===== config.mk =====
export PLATFORM = sky130hd
export DESIGN_NAME = bcd_modn_counter
export DESIGN_NICKNAME = d
export VERILOG_FILES = /design/src/rtl/bcd_modn_counter.sv
export SDC_FILE = /design/constraint.sdc
export NUM_CORES = 1
export LEC_CHECK = 0
export BUFFER_PORTS_ARGS = -buffer_cell sky130_fd_sc_hd__buf_2
export CAP_MARGIN = 20
export CORE_MARGIN = 2
export CORE_UTILIZATION = 30
export CTS_CLUSTER_SIZE = 10
export DETAILED_ROUTE_END_ITERATION = 10
export SLEW_MARGIN = 30
export SYNTH_ARGS = -nofsm -noshare
export SYNTH_HDL_FRONTEND = slang
export SYNTH_SLANG_ARGS = --single-unit

===== constraint.sdc =====
create_clock -name clk -period 4.1 [get_ports clk]
set_input_delay 0.615 -clock clk [delete_from_list [all_inputs] [get_ports clk]]
set_output_delay 0.615 -clock clk [all_outputs]
set_load 0.05 [all_outputs]

===== src/rtl/bcd_modn_counter.sv =====
// Multi-digit packed-BCD modulo counter (0..MOD-1), up/down, with synchronous
// clear, checked preset load and a combinational terminal count for cascading.
module bcd_modn_counter #(
  parameter int unsigned DIGITS = 2,
  parameter int unsigned MOD    = 60
) (
  input  logic                  clk,
  input  logic                  rst_n,
  input  logic                  en,
  input  logic                  up,
  input  logic                  clr,
  input  logic                  load,
  input  logic [4*DIGITS-1:0]   load_val,
  output logic [4*DIGITS-1:0]   cnt_bcd,
  output logic                  tc,
  output logic                  load_err
);

  localparam int unsigned W = 4 * DIGITS;

  function automatic logic [W-1:0] to_bcd(input int unsigned v);
    logic [W-1:0] r;
    int unsigned  x;
    r = '0;
    x = v;
    for (int unsigned i = 0; i < DIGITS; i++) begin
      r[4*i +: 4] = 4'(x % 10);
      x = x / 10;
    end
    return r;
  endfunction

  // When the modulus equals 10^DIGITS it does not fit in W BCD bits; then
  // every well-formed BCD preset is in range and the magnitude test is skipped.
  localparam logic [W-1:0] MAX_BCD  = to_bcd(MOD - 1);
  localparam logic [W-1:0] MOD_BCD  = to_bcd(MOD);
  localparam bit           MOD_FULL = (MOD >= 10 ** DIGITS);

  logic [W-1:0] inc_val;
  logic [W-1:0] dec_val;
  logic [W-1:0] next_cnt;
  logic         next_err;
  logic         at_max;
  logic         at_zero;
  logic         nibbles_ok;
  logic         load_ok;

  assign at_max  = (cnt_bcd == MAX_BCD);
  assign at_zero = (cnt_bcd == '0);

  // Per-digit BCD increment (carry on 9) and decrement (borrow on 0).
  always_comb begin : p_arith
    logic       carry;
    logic       borrow;
    logic [3:0] d;
    inc_val = '0;
    dec_val = '0;
    carry   = 1'b1;
    borrow  = 1'b1;
    for (int unsigned i = 0; i < DIGITS; i++) begin
      d = cnt_bcd[4*i +: 4];
      if (carry) begin
        if (d == 4'd9) begin
          inc_val[4*i +: 4] = 4'd0;
        end else begin
          inc_val[4*i +: 4] = d + 4'd1;
          carry = 1'b0;
        end
      end else begin
        inc_val[4*i +: 4] = d;
      end
      if (borrow) begin
        if (d == 4'd0) begin
          dec_val[4*i +: 4] = 4'd9;
        end else begin
          dec_val[4*i +: 4] = d - 4'd1;
          borrow = 1'b0;
        end
      end else begin
        dec_val[4*i +: 4] = d;
      end
    end
  end

  // Preset validity: all nibbles decimal and the whole value below MOD.
  // Packed BCD of valid digits orders the same as the decimal value.
  always_comb begin
    nibbles_ok = 1'b1;
    for (int unsigned i = 0; i < DIGITS; i++) begin
      if (load_val[4*i +: 4] > 4'd9) nibbles_ok = 1'b0;
    end
    load_ok = nibbles_ok & (MOD_FULL | (load_val < MOD_BCD));
  end

  // Next-state selection with priority clr > load > en > hold.
  always_comb begin
    next_cnt = cnt_bcd;
    next_err = 1'b0;
    if (clr) begin
      next_cnt = '0;
    end else if (load) begin
      if (load_ok) next_cnt = load_val;
      else         next_err = 1'b1;
    end else if (en) begin
      if (up) next_cnt = at_max  ? '0      : inc_val;
      else    next_cnt = at_zero ? MAX_BCD : dec_val;
    end
  end

  assign tc = en & ~clr & ~load & (up ? at_max : at_zero);

  // Count and load-error registers.
  always_ff @(posedge clk or negedge rst_n) begin
    if (!rst_n) begin
      cnt_bcd  <= '0;
      load_err <= 1'b0;
    end else begin
      cnt_bcd  <= next_cnt;
      load_err <= next_err;
    end
  end

endmodule


Word level (Yosys, flattened, before mapping)
Index checks and enable logic that the tools add are counted.

Magnitude comparators: 3. $add $sub $neg: 4. Equality and inequality tests: 5. Bitwise gates (word level): 6. Mux-type cells: 21. Reductions and logical operators: 7.

Operators by type and width (number): $mux 8 (7); $mux 4 (6); $add 4x1->4 const B (2); $eq 4x4->1 const B (2); $eq 8x7->1 const B (1); $gt 4x4->1 const B (2); $logic_not 4->1 (2); $logic_not 8->1 (1); $lt 8x7->1 const B (1); $mux 1 (8); $sub 4x1->4 const B (2); $ne 5x1->1 const B (1); $reduce_bool 5->1 (1); $and 1x1->1 (4); $reduce_and 4->1 (1); $ne 3x2->1 const B (1); $reduce_bool 3->1 (1); $not 1->1 (2); $reduce_and 2->1 (1).

Register bits after elaboration: 9. Output and inout bits: 10. Word-level logic and storage cells: 49.

Longest topological paths before layout
Depth in word-level cells: 8. Mapped depth: 7.

Worst setup path after synthesis
Ideal clock, no wire load.

Path type: register -> output. From: reg cnt_bcd[3]. To: out tc. Data arrival time: 3.046 ns. Path slack: 0.439 ns. Cell stages (with the launch flop): 6. Path buffers: 1. Cell sequence: dfrtp_1 clkbuf_1 or4_1 nor4b_1 a21oi_1 nor4_1.

Longest elaborated chain between the ends: 3.

RTL lines: from (decl) (RTL line 14) `output logic [4*DIGITS-1:0] cnt_bcd,`; from (signal assigned) (RTL line 118) `cnt_bcd <= next_cnt;`; $eq 8x7->1 / $logic_not 8->1 (equally long branches) (RTL line 48, 49); $mux 1 * (RTL line 110) `assign tc = en & ~clr & ~load & (up ? at_max : at_zero);`; $and 1x1->1 * (RTL line 110); to (decl) (RTL line 15) `output logic tc,`.

Mark *: on every way between the ends. The rest lies on a longest branch, timed or not.

Worst setup path after layout
From: reg cnt_bcd[1]. To: out tc.

Same word-level chain as after synthesis.

==> metrics.yaml <==
clock_network:
  cts.sinks: 9
  cts_tree: "built"
  cts_resized: 0
  cts_hold_buf: 0
  insertion_delay_ns: 0.26
  numCtsBuffers: 3
  post_cts_buffers: 0
  clockBufferDepth: 2
  cts.clk_slew.worst_paths_ns: 0.06
  cts-root-buf: "clkbuf_4"
  htreeDepth: 1
grt:
  grt_start_max_net_pins: 24
  grt_pass1_vias: 977
  grt_usage: 0.160
  grt_overflow_total: 0
  antenna_found_initial: 0
  grt_first_pass_wirelength_um: 4480
pwr:
  swShare: 0.439
  pwr-share-seq: 0.375
  comb_power_share: 0.415
  net-switching-power_uw: 147
  internal_power_uw: 188
  p_leak_nw: 0.477
  power.density_nw_per_um2: 295
  ir_worst_vdd_v: 0.000142
  power_frac_clock: 0.210
critical_path:
  worstPathMaxFanout: 15
  cp.buffers_inverters: 1
  slowest_delay_ns: 0.64
  crit_path_end_kind: "primary output"
  crit_chain: "or4_1 -> nor4b_1 -> a21oi_1 -> nor4_1 -> buf_2"
  cp_data_required_time_ns: 3.48
  critPathTopFamily: "simple AND/OR/NAND/NOR gates"
  critPathKind: "reg -> out"
  cp-start-kind: "flip-flop"
  crit_path_top_delay_cell: "or4_1"
  crit_arrival_ns: 2.37
timing:
  finalHoldViolations: 0
  tns_ns: 0
  relSlewSlack: 0.654
  grt_setup_unrepaired: "no"
  max_freq_ghz: 0.335
  whs_ns: 0.198
  setup_viol: 0
  final.min_clock_period_ns: 2.98
  final-max-slew-violation-count: 0
  finalClockSkew_ns: 0.00221
  worstMarginPinSlew_ns: 0.519
  min_period_over_period: 0.727
synth:
  yosysMostFrequentCell: "a21oi_1"
  synth_top_area_cell: "dfrtp_1"
  synth_cell_type_count: 46
  synth.cell_area_sq_um: 977
  synth-edff-count: 0
  synth_top_area_share: 0.230
  ys_seq_area_frac: 0.230
  yosys_warnings: 0
  ys_seq_elements: 9
  syn-instance-count: 127
  synthTopCellsByCount: "12 x a21oi_1, 9 x clkbuf_1, 9 x dfrtp_1, 9 x inv_1"
  avgSynthCellArea_sq_um: 7.69
  synthArstFlopShare: 1.00
  syn-num-nets: 146
  synth-main-ff-cell: "dfrtp_1"
  synthTopCellsByArea: "dfrtp_1 23%, ha_1 6.4%, a21oi_1 6.1%"
die:
  die_y_um: 61.1
  die-area_sq_um: 3730
  fp-row-count: 20
  start_util: 0.317
  core_area_sq_um: 3080
  io_pins: 24
  fp.dieW_um: 61.1
flow_run:
  max_cap_violations: 0
finish:
  areaGrowthSynthToFinish_pct: 16.1
  fin_util: 0.369
  drive_above_1_share: 0.222
  diodes: 0
  multi_input_area_sq_um: 679
  nets: 164
  num-fill-cells: 327
  regArea_sq_um: 225
drt:
  initialDrtViolationCount: 54
  drtPass1Iterations: 4
  viasPerCell: 5.46
  wl_per_cell_um: 14.6
  drt-total-wl_um: 2740
  drtAntennaViolNets: 0
  dr_total_vias: 1027
  drc: 0
place:
  port_buffers: 23
  post-dp-hpwl_um: 2000
  gp_congestion: 0.789
outcome:
  status: "finished, final reports clean"
hold_path:
  hold_path_class: "in -> async"
layout make-up:
type                    count  share of cell area
inverters                   9              0.0298
multi-input cells          99               0.599
flip-flops and latches      9               0.198
repair buffers             23               0.101
clock buffers               4              0.0232
well taps                  44              0.0485
power by group through the flow:
stage	Sequential (mW)	Clock (mW)	Combinational (mW)
after floorplan	0.139	0	0.0902
after global placement	0.125	0	0.139
after detailed placement	0.127	0	0.139
after CTS	0.125	0.0721	0.140
after global routing	0.129	0.0767	0.153
final	0.126	0.0701	0.139
sequential cells by signal, indices dropped and copies added (netlist names):
signal and count:
cnt_bcd 8, load_err 1
final timing paths:
check                                       startpoint                endpoint  slack [ns]  depth (start not counted)
worst max-delay path            cnt_bcd[1]$_DFFE_PN0P_                      tc        1.12                          5
worst min-delay path                             rst_n  cnt_bcd[5]$_DFFE_PN0P_        0.20                          1
worst max register to register  cnt_bcd[0]$_DFFE_PN0P_  cnt_bcd[4]$_DFFE_PN0P_        1.89                          5
worst min register to register  cnt_bcd[3]$_DFFE_PN0P_  cnt_bcd[3]$_DFFE_PN0P_        0.68                          2
max in group asynchronous                        rst_n  cnt_bcd[1]$_DFFE_PN0P_        3.71                          1
min in group clk                           load_val[4]  cnt_bcd[4]$_DFFE_PN0P_        0.60                          3
metrics by stage:
step	area (sq um)	cells	setup WS [ns]	total power, mW
floorplan	977	127	0.439	0.229
CTS	1130	188	1.08	0.337
global route	1130	188	0.904	0.358
detailed placement	1110	184	1.38	0.266
finish	1130	188	1.12	0.334
global placement	1110	184	1.48	0.263
per-layer routing:
layer / share of wire / vias up / wire length, um / global-route usage
met5: 0 / - / 0 / 0
met4: 0.0073 / 0 / 20 / 0.0342
met3: 0.050 / 2 / 138 / 0.0378
met2: 0.47 / 42 / 1270 / 0.263
met1: 0.48 / 470 / 1310 / 0.215
li1: - / 513 / - / -
cell families after synthesis:
kind of cell,count (synthesis),share of synthesized area
adder cells (fa/ha/maj),5,0.0640
XOR/XNOR,1,0.00896
buffers and inverters,19,0.0743
flip-flops,9,0.230
AO/OA/AOI/OAI,45,0.338
AND/OR/NAND/NOR,48,0.284
cell usage in the layout, fill, tap and decap left out, types with 2 or more instances in the layout:
cell,count
clkbuf_4,3
a211oi_1,2
and3_1,2
nand2_1,8
o31ai_1,2
nor2b_1,2
o21ai_0,5
nor4_1,3
a21oi_1,12
inv_1,9
nor2_1,8
ha_1,5
nand2b_1,5
o21ai_1,5
a211o_1,2
o211ai_1,2
nor4b_1,3
dfrtp_1,9
buf_2,23
nor3b_1,2
o311ai_0,2
nand3_1,5
Power figures use the tool's default switching activity.
